[src/rtl/pipe_ctrl.sv]
// Pipeline stall/flush scheduler: boot hold, DMEM wait FSM with timeout, sticky fault; PIPE_CTRL_PERF_EN adds event counters.
// Latency: stall/flush controls are combinational from state and inputs (zero-cycle DMEM release); CtrlState/MemTimeout registered.
// Backpressure: a DMEM wait freezes every stage; an IMEM miss or load-use hazard holds only the front end.
module pipe_ctrl #(
    parameter int BOOT_CYCLES = 4,
    parameter int MEM_TIMEOUT = 64,
    parameter int CNT_W       = 16
) (
    input  logic             clk,
    input  logic             rst,
    input  logic             lwStall,
    input  logic             PCSrcE,
    input  logic             IMemReady,
    input  logic             MemReqM,
    input  logic             MemReadyM,
    output logic             StallF,
    output logic             StallD,
    output logic             StallE,
    output logic             StallM,
    output logic             FlushD,
    output logic             FlushE,
    output logic             FlushW,
    output logic             MemTimeout,
`ifdef PIPE_CTRL_PERF_EN
    output logic [CNT_W-1:0] PerfLwCnt,
    output logic [CNT_W-1:0] PerfBrCnt,
    output logic [CNT_W-1:0] PerfDmemCnt,
    output logic [CNT_W-1:0] PerfImemCnt,
`endif
    output logic [1:0]       CtrlState
);

    typedef enum logic [1:0] {
        ST_BOOT  = 2'd0,
        ST_RUN   = 2'd1,
        ST_DWAIT = 2'd2,
        ST_FAULT = 2'd3
    } state_e;

    localparam logic [7:0]       BOOT_LAST = 8'(BOOT_CYCLES - 1);
    localparam logic [CNT_W-1:0] WAIT_LAST = CNT_W'(MEM_TIMEOUT - 1);
    localparam logic [CNT_W-1:0] CNT_MAX   = {CNT_W{1'b1}};

    state_e           state_q, state_d;
    logic [7:0]       boot_cnt_q, boot_cnt_d;
    logic [CNT_W-1:0] wait_cnt_q, wait_cnt_d;
    logic             mem_timeout_q, mem_timeout_d;

    logic dwait;
    logic active;
    logic case_dmem, case_br, case_lw, case_imem;
    logic hold_all;

    assign dwait  = MemReqM & ~MemReadyM;
    assign active = ~rst & ((state_q == ST_RUN) | (state_q == ST_DWAIT));

    // One-hot priority decode: DMEM wait > branch redirect > load-use > IMEM miss.
    assign case_dmem = active & dwait;
    assign case_br   = active & ~dwait & PCSrcE;
    assign case_lw   = active & ~dwait & ~PCSrcE & lwStall;
    assign case_imem = active & ~dwait & ~PCSrcE & ~lwStall & ~IMemReady;

    // Reset, boot, fault and DMEM wait all freeze the whole pipe identically.
    assign hold_all = rst | (state_q == ST_BOOT) | (state_q == ST_FAULT) | case_dmem;

    assign StallF = hold_all | case_lw | case_imem;
    assign StallD = hold_all | case_lw;
    assign StallE = hold_all;
    assign StallM = hold_all;
    assign FlushW = hold_all;
    assign FlushD = case_br | case_imem;
    assign FlushE = case_br | case_lw;

    assign CtrlState  = state_q;
    assign MemTimeout = mem_timeout_q;

    always_comb begin
        state_d       = state_q;
        boot_cnt_d    = boot_cnt_q;
        wait_cnt_d    = wait_cnt_q;
        mem_timeout_d = mem_timeout_q;
        unique case (state_q)
            ST_BOOT: begin
                if (boot_cnt_q == BOOT_LAST) begin
                    state_d = ST_RUN;
                end else begin
                    boot_cnt_d = boot_cnt_q + 8'd1;
                end
            end
            ST_RUN: begin
                if (dwait) begin
                    state_d    = ST_DWAIT;
                    wait_cnt_d = CNT_W'(1);
                end
            end
            ST_DWAIT: begin
                if (!dwait) begin
                    state_d    = ST_RUN;
                    wait_cnt_d = '0;
                end else if (wait_cnt_q == WAIT_LAST) begin
                    // The access has now waited MEM_TIMEOUT cycles.
                    state_d       = ST_FAULT;
                    mem_timeout_d = 1'b1;
                end else if (wait_cnt_q != CNT_MAX) begin
                    wait_cnt_d = wait_cnt_q + CNT_W'(1);
                end
            end
            ST_FAULT: begin
                mem_timeout_d = 1'b1;
            end
            default: state_d = ST_BOOT;
        endcase
    end

    always_ff @(posedge clk) begin
        if (rst) begin
            state_q       <= ST_BOOT;
            boot_cnt_q    <= '0;
            wait_cnt_q    <= '0;
            mem_timeout_q <= 1'b0;
        end else begin
            state_q       <= state_d;
            boot_cnt_q    <= boot_cnt_d;
            wait_cnt_q    <= wait_cnt_d;
            mem_timeout_q <= mem_timeout_d;
        end
    end

`ifdef PIPE_CTRL_PERF_EN
    logic [CNT_W-1:0] perf_lw_q, perf_lw_d;
    logic [CNT_W-1:0] perf_br_q, perf_br_d;
    logic [CNT_W-1:0] perf_dmem_q, perf_dmem_d;
    logic [CNT_W-1:0] perf_imem_q, perf_imem_d;

    // Case flags are already gated to RUN/DWAIT; counters stick at all-ones.
    always_comb begin
        perf_lw_d   = perf_lw_q;
        perf_br_d   = perf_br_q;
        perf_dmem_d = perf_dmem_q;
        perf_imem_d = perf_imem_q;
        if (case_lw && perf_lw_q != CNT_MAX)     perf_lw_d   = perf_lw_q + CNT_W'(1);
        if (case_br && perf_br_q != CNT_MAX)     perf_br_d   = perf_br_q + CNT_W'(1);
        if (case_dmem && perf_dmem_q != CNT_MAX) perf_dmem_d = perf_dmem_q + CNT_W'(1);
        if (case_imem && perf_imem_q != CNT_MAX) perf_imem_d = perf_imem_q + CNT_W'(1);
    end

    always_ff @(posedge clk) begin
        if (rst) begin
            perf_lw_q   <= '0;
            perf_br_q   <= '0;
            perf_dmem_q <= '0;
            perf_imem_q <= '0;
        end else begin
            perf_lw_q   <= perf_lw_d;
            perf_br_q   <= perf_br_d;
            perf_dmem_q <= perf_dmem_d;
            perf_imem_q <= perf_imem_d;
        end
    end

    assign PerfLwCnt   = perf_lw_q;
    assign PerfBrCnt   = perf_br_q;
    assign PerfDmemCnt = perf_dmem_q;
    assign PerfImemCnt = perf_imem_q;
`endif

endmodule

[config.mk]
export PLATFORM = sky130hd
export DESIGN_NAME = pipe_ctrl
export DESIGN_NICKNAME = d
export VERILOG_FILES = /design/src/rtl/pipe_ctrl.sv
export SDC_FILE = /design/constraint.sdc
export NUM_CORES = 1
export LEC_CHECK = 0
export CAP_MARGIN = 10
export CORE_MARGIN = 10
export CORE_UTILIZATION = 45
export CTS_CLUSTER_SIZE = 14
export DETAILED_ROUTE_END_ITERATION = 10
export PLACE_DENSITY = 0.66
export SYNTH_ARGS = -nofsm -noshare
export SYNTH_HDL_FRONTEND = slang
export SYNTH_SLANG_ARGS = --single-unit
[constraint.sdc]
create_clock -name clk -period 3.2 [get_ports clk]
set_input_delay 0.64 -clock clk [delete_from_list [all_inputs] [get_ports clk]]
set_output_delay 0.64 -clock clk [all_outputs]
set_load 0.01 [all_outputs]
# == Word-level counts from Yosys, hierarchy flattened ==
# Cells that the tools add are included.
# op_classes
n_addsub,2
eq_ne,13
n_mux,13
bitwise_logic,24
n_reduce_logical,8
# op_table
op,count
2-to-1 mux 16 bit,4
one-hot mux 16 bit (2 select lines),1
"adder 16 x 1 -> 16 bit, second input constant",1
"equality test 16 x 6 -> 1 bit, second input constant",1
"!= test 16 bit, second input constant",1
bitwise AND 1 bit,9
"adder 8 x 1 -> 8 bit, second input constant",1
"equality test 8 x 2 -> 1 bit, second input constant",1
2-to-1 mux 2 bit,4
bitwise OR 1 bit,8
AND reduction 4 bit,2
inverter 1 bit,7
"!= test 3 x 2 -> 1 bit, second input constant",2
one-hot mux 2 bit (3 select lines),1
"equality test 2 bit, second input constant",2
"!= test 2 x 1 -> 1 bit, second input constant",2
"!= test 2 bit, second input constant",2
nonzero test 2 bit,2
"!= test 3 bit, second input constant",1
AND reduction 3 bit,1
nonzero test 3 bit,1
"equality test 2 x 1 -> 1 bit, second input constant",1
zero test 2 bit,1
2-to-1 mux 1 bit,2
2 further kinds,2
# word_totals
reg_bits,27
in_bits,7
out_inout_bits,10
elab_cells,64

# == Longest topological paths before layout ==
# Gate-level depths: netlist of run 1.
# depth
word_depth,8
ltp_mapped,9

# == Worst setup path before layout of run 1 ==
# OpenSTA, ideal clock, no wires.
# synth_timing
path_type,register -> output
start,"reg state_q[0], in the netlist CtrlState[0]"
end,out StallD
arrival_time_ns,1.499
required_ns,2.560
path_slack_ns,1.061
stages_incl_launch_ff,5
path_buffers,0
path_cell_list,dfxtp_1 -> inv_1 -> ha_1 -> a2111o_1 -> a21o_1
# synth_via
word_cells_on_any_way,14
classes_between,eq/ne (3); bitwise (10); reduce/logical (1)
# synth_rtl
item,line_no,text
"start, declared",44,"state_e state_q, state_d;"
"start signal, assigned",122,state_q <= state_d;
equality test 2 x 1 -> 1 bit or equality test 2 bit (tied branches),55,assign active = ~rst & ((state_q == ST_RUN) | (state_q == ST_DWAIT));
bitwise OR 1 bit,55,
bitwise AND 1 bit,55,
bitwise AND 1 bit,58,assign case_dmem = active & dwait;
bitwise OR 1 bit *,64,assign hold_all = rst | (state_q == ST_BOOT) | (state_q == ST_FAULT) | case_dmem;
net FlushW,22,"output logic FlushW,"
bitwise OR 1 bit *,67,assign StallD = hold_all | case_lw;
"end, declared",17,"output logic StallD,"
# The timed path passes the listed nets; every way through them passes the cells marked *.

# == Worst setup path after layout of run 1 ==
# layout_timing
start,in MemReqM
end,out StallD
# layout_via
elab_chain_cells,6
word_cells_on_any_way,8
classes_between,bitwise (8)
# layout_rtl
item,line_no,text
"start, declared",14,"input logic MemReqM,"
bitwise AND 1 bit *,54,assign dwait = MemReqM & ~MemReadyM;
inverter 1 bit,60,assign case_lw = active & ~dwait & ~PCSrcE & lwStall;
bitwise AND 1 bit (3 in a row),60,
bitwise OR 1 bit *,67,
# Every way passes the cells marked *; elsewhere a longest branch is shown, timed or not.

==> impl_results.md, run 1 <==
- Maximum Capacitance Violations: 0
- CORE AREA: about 3400 um2
- Fin crit period: roughly 3.0 ns
- CP endpoint kind: output port
- Fmax: between 0.3 and 0.4 GHz
- Crit-path cells: clkdlybuf4s50_1 -> nor2b_1 -> a2111o_1 -> a21o_1 -> clkdlybuf4s50_1
- Skew-Pair Late Insertion Delay: about 0.27 ns
- Global-route wire length before repair: between 6000 and 7000 um
- DP HPWL: around 3000 um
- Crit path max-delay cell type: a2111o_1
- Port bufs: 16
- RSZ-0062 raised after global routing: no
- Slew HR: 0.233
- Die area: between 6000 and 7000 um2
- Via density: 5.99
- Sw Pwr: ~0.00027 W
- Required time worst endpoint: 2.56 ns
- Final max-slew violation count: 0
- Switch share: 0.326
- EDFF count, synth: 0
- Row cnt: 21
- N_diodes: 0
- Register area share after synthesis: 0.327
- GRT Overall Usage: 0.131
- Combinational share of power: 0.292
- Setup WS pre-CTS: approximately 0.15 ns
- H-tree depth: 1
- Clock power frac: 0.233
- Synth area leader: dfxtp_1
- YS warnings: 0
- Total number of vias: 1575
- Worst-case clock buffer depth: 2
- Count of state elements after synthesis: 27
- Total congestion overflow: 0
- Post-cts gate resize count: 0
- Number of global-route vias before repair: 1513
- Antenna-violating nets left: 0
- Clock Skews: 0.00169 ns
- Sequential share of power: 0.475
- CP dominant cell by count: clkdlybuf4s50_1
- Initial antenna violation count: 0
- CP Launch Type: input pin
- Outcome: completed
- Final period utilization: 0.945
- Worst endpoint data arrival time: between 2 and 2.5 ns
- CTS Sinks: 27
- CTS root buffer: clkbuf_8
- Buf/Inv on CP: 2
- Post-route DRC: 0
- Drt total wl: ~4000 um
- Layout cell share with drive strength beyond 1: 0.0691
- Cell Pwr Density: roughly 430 nW/um2
- CTS Buf Count: 3
- Post-Syn Area per Cell: 8.06 um2
- Layout area overhead: 14.2%
- Clock-pin slew on the worst setup and hold paths: 0.09 ns
- Synth cell types: between 40 and 50
- Routability Congestion: 0.880
- Internal: between 0.0005 and 0.0006 W
- CP max FO: 5
- Worst-Margin Slew: approximately 1.1 ns
- Drt pass-1 iters: 4
- Ports: 17
- Fin nets: 231
- Initial DRC Count: about 110
- Hold-fix buffers, CTS: 0
- Final hold viol count: 0
- Setup TNS: 0 ns
- Pin count of the biggest net entering global routing: 31
- CTS tree: done
- Die Ht: a little over 80 um
- Cells after synthesis: roughly 200
- Crit path max-delay family: buffers and inverters
- Setup bufs post-CTS: 0
- Post-route setup slack: approximately 0.18 ns
- CP peak stage delay: 0.48 ns
- Worst hold path class: reg -> reg
- Syn nets: 218
- Post-Syn Area: about 1700 um2
- Post-synth top area share: 0.327
- Static Leak: 0.637 nW
- WL per Instance: approximately 15 um
- Post-synthesis async set-or-reset flop share: 0
- Initial Util: 0.480
- Synth area leaders: dfxtp_1, nor2_1, a21oi_1
- Worst Path Class, Setup: in -> out
- Peak supply drop: 0.000188 V
- Final setup viols: 0
- Die X: between 80 and 90 um
- Final core utilization: 0.548
- Total power: about 0.0008 W
- Ys flop type: dfxtp_1
metrics by stage:
stage	std cells	hold slack, ns	cell area, um2
after CTS	263	0.520	1890
after detailed placement	259	0.507	1840
after global routing	263	0.561	1890
after floorplan	205	0.474	1650
final	263	0.523	1890
after global placement	259	0.489	1840
cells by family after synthesis:
| logic type | synth area share |
|---|---|
| and+or+nand+nor | 0.286 |
| AOI/OAI and AO/OA | 0.239 |
| DFF | 0.327 |
| buffers and inverters | 0.0492 |
| xor gates and xnor gates | 0.0371 |
| adders and majority gates | 0.0455 |
| muxes | 0.0151 |
flip-flops by register name (all words and copies together) (netlist names):
signal and cells:
MemTimeout 1, boot_cnt_q 8, wait_cnt_q 16, CtrlState 2
cell usage after synthesis (2+ instances only):
library cell	number
and3_1	4
and4_4	2
a31oi_1	5
buf_2	2
nand2b_1	3
inv_1	8
a21oi_1	17
o211ai_1	2
xor2_1	6
a211oi_1	6
and2_1	2
nand4_1	12
a21o_1	3
ha_1	6
nor2_1	26
o31ai_1	6
clkbuf_1	6
nand3_1	4
nor3_1	10
and4_1	2
nand2_1	12
dfxtp_1	27
buf_4	2
o21ai_0	8
area by class of cell:
type	instances	area [um2]
Clock buffer	4	45.0
Tap cell	46	57.6
Multi-Input combinational cell	159	1030
Timing Repair Buffer	19	183
Inverter	8	30.0
Sequential cell	27	541
Fill cell	335	1560
placed cells by master, fill, tap and decap left out, types with 4 or more instances in the layout:
master,count
o31ai_1,6
dfxtp_1,27
nand4_1,12
o21ai_0,8
inv_1,8
and3_1,4
a211oi_1,6
xor2_1,6
clkdlybuf4s50_1,16
a21oi_1,17
nand2_1,12
nand3_1,4
ha_1,6
nor3_1,10
a31oi_1,5
nor2_1,26
tightest hold or removal path: stages (launching register included):
cell     delay [ns]
dfxtp_1        0.35
o31ai_1        0.08
a21oi_1        0.06
path summary, 6_finish.rpt:
check	cells past startpoint	start	end	slack, ns
hold / removal	2	wait_cnt_q[6]	wait_cnt_q[6]	0.52
hold reg to reg	2	wait_cnt_q[6]	wait_cnt_q[6]	0.52
setup / recovery	5	MemReqM	StallD	0.18
setup reg to reg	6	CtrlState[0]	wait_cnt_q[7]	0.59
power by group through the flow:
stage | Sequential, W | Combinational [W] | Clock (W)
after floorplan | 0.000391 | 0.000172 | 0
after global placement | 0.000394 | 0.000232 | 0
after detailed placement | 0.000397 | 0.000239 | 0
after CTS | 0.000388 | 0.000240 | 0.000201
after global routing | 0.000393 | 0.000266 | 0.000215
final | 0.000389 | 0.000239 | 0.000191
routing by layer:
layer  track usage  vias up  share of wire
met1         0.148      751           0.44
met5             0        -              0
met2         0.229       29           0.51
li1              -      789              -
met4        0.0634        0          0.017
met3        0.0267        6          0.030
(Power assumes the default switching activity.)
==> run 2, diff against run 1 <==
Settings changed: CELL_PAD_IN_SITES_DETAIL_PLACEMENT set to 2, CELL_PAD_IN_SITES_GLOBAL_PLACEMENT set to 2, CORE_MARGIN 10 to 4, CORE_UTILIZATION 45 to 36, GPL_ROUTABILITY_DRIVEN set to 0, PLACE_DENSITY 0.66 to not set, PLACE_DENSITY_LB_ADDON set to 0.1.
==> run 2 against run 1 <==
Worst setup slack got worse by 0.034 ns. Clock skew up 0.0046 ns. Global-route usage rose by 6.9 points. Cell count is 3.4% higher. Wire length increased by 28%. Via count increased by 4.1%. Non-clock buffer count increased by 3. First-iteration DRC count shrank 49%. Sequential cell count is the same. Clock power grew 8%. Clock-buffer cell count shrank 1. Critical path depth stayed put. Critical path type unchanged.
==> impl_results.md, run 2 (same netlist as run 1, synthesis figures left out) <==
- Total congestion overflow: 0
- CTS Sinks: 27
- Setup TNS: 0 ns
- Peak supply drop: ~0.00016 V
- H-tree depth: 1
- Setup bufs post-CTS: 0
- Final hold viol count: 0
- Pin count of the biggest net entering global routing: 30
- CTS root buffer: clkbuf_8
- Fmax: about 0.33 GHz
- CTS Buf Count: 3
- CP Launch Type: input pin
- Crit path max-delay family: buffers and inverters
- Worst-Margin Slew: approximately 0.56 ns
- Static Leak: roughly 0.65 nW
- Layout area overhead: 16.1%
- Worst-case clock buffer depth: 2
- Most frequent cells in the layout: dfxtp_1, nor2_1, a21oi_1
- WL per Instance: about 19 um
- Die X: 75.7 um
- Skew-Pair Late Insertion Delay: approximately 0.28 ns
- Ports: 17
- Worst hold path class: reg -> reg
- Hold-fix buffers, CTS: 0
- Fin nets: approximately 230
- Final setup viols: 0
- Drt total wl: 5210 um
- Max reg flops: 16
- Final max-slew violation count: 0
- Commonest non-fill, non-tap cell in the layout: dfxtp_1
- Crit path max-delay cell type: a2111o_1
- Total number of vias: around 1600
- Maximum Capacitance Violations: 0
- Initial DRC Count: 54
- CP dominant cell by count: clkdlybuf4s50_1
- Port bufs: 16
- Fin crit period: 3.06 ns
- Row cnt: 24
- Buf/Inv on CP: 2
- Post-Place Cells: roughly 270
- Worst Path Class, Setup: in -> out
- CP peak stage delay: between 0.4 and 0.5 ns
- Clock-pin slew on the worst setup and hold paths: around 0.10 ns
- Final core utilization: 0.437
- Cell Pwr Density: roughly 450 nW/um2
- CP max FO: 5
- Die Ht: 75.7 um
- Layout cell share with drive strength beyond 1: 0.0864
- Initial antenna violation count: 0
- CTS tree: done
- Fill count: 517
- RSZ-0062 raised after global routing: no
- Slew HR: 0.621
- Antenna-violating nets left: 0
- Crit-path cells: clkdlybuf4s50_1 -> nor2b_1 -> a2111o_1 -> a21o_1 -> clkdlybuf4s50_1
- Worst endpoint data arrival time: roughly 2.4 ns
- Via density: 6.03
- Final non-filler cell total: 272
- Drt pass-1 iters: 4
- Outcome: completed
- Die area: roughly 5700 um2
- Final period utilization: 0.955
- GRT Overall Usage: 0.200
- Post-cts gate resize count: 0
- N_diodes: 0
- CP endpoint kind: output port
- CORE AREA: approximately 4400 um2
- Initial Util: 0.377
- Global-route wire length before repair: 8770 um
- Clock Skews: between 0.006 and 0.007 ns
- Post-route DRC: 0
- Required time worst endpoint: 2.56 ns
- Number of global-route vias before repair: ~1800
- Largest register by flop count: wait_cnt_q
- DP HPWL: a little under 4000 um
## run 2: final timing paths
check           startpoint            end  slack [ns]  depth (start not counted)
max                MemReqM         StallF        0.14                          5
min          boot_cnt_q[7]  boot_cnt_q[7]        0.52                          2
max reg2reg   CtrlState[0]  wait_cnt_q[7]        0.93                          7
min reg2reg  boot_cnt_q[7]  boot_cnt_q[7]        0.52                          2
## run 2: power by group
| part | internal, W | total [W] | leakage (nW) | switching, W |
|---|---|---|---|---|
| Sequential | 0.000358 | 0.000392 | 0.218 | 0.0000337 |
| Clock | 0.0000877 | 0.000207 | 0.0255 | 0.000119 |
| Combinational | 0.000118 | 0.000263 | 0.411 | 0.000145 |
## run 2: final cells by class
cell class / instances / area, um2 / area share
multi-input cells: 159 / 1030 / 0.537
flip-flops and latches: 27 / 541 / 0.282
repair buffers: 22 / 205 / 0.107
well taps: 52 / 65.1 / 0.0339
clock buffers: 3 / 41.3 / 0.0215
inverters: 8 / 30.0 / 0.0157
clock inverters: 1 / 5.00 / 0.00261
## run 2: through the flow
step	cell area [um2]	worst slack (ns)	power [W]	hold slack, ns
after floorplan	1650	1.06	0.000563	0.474
after global placement	1870	0.226	0.000649	0.496
after detailed placement	1870	0.121	0.000666	0.501
after CTS	1920	0.129	0.000880	0.531
after global routing	1920	0.0487	0.000920	0.566
final	1920	0.143	0.000862	0.524
## run 2: worst reg2reg max path, cell delays in order (launching register included)
cell and delay (ns):
dfxtp_1 0.35, inv_1 0.11, ha_1 0.25, and3b_1 0.36
and4_1 0.28, nand2_1 0.30, a311oi_1 0.41, a31o_2 0.15
## run 2: per-layer routing
layer / vias to the layer above / part of all wire / track usage
met5: - / 0 / 0
met4: 0 / 0.010 / 0.0524
met3: 6 / 0.019 / 0.0330
met2: 14 / 0.54 / 0.374
met1: 831 / 0.43 / 0.235
li1: 788 / - / -
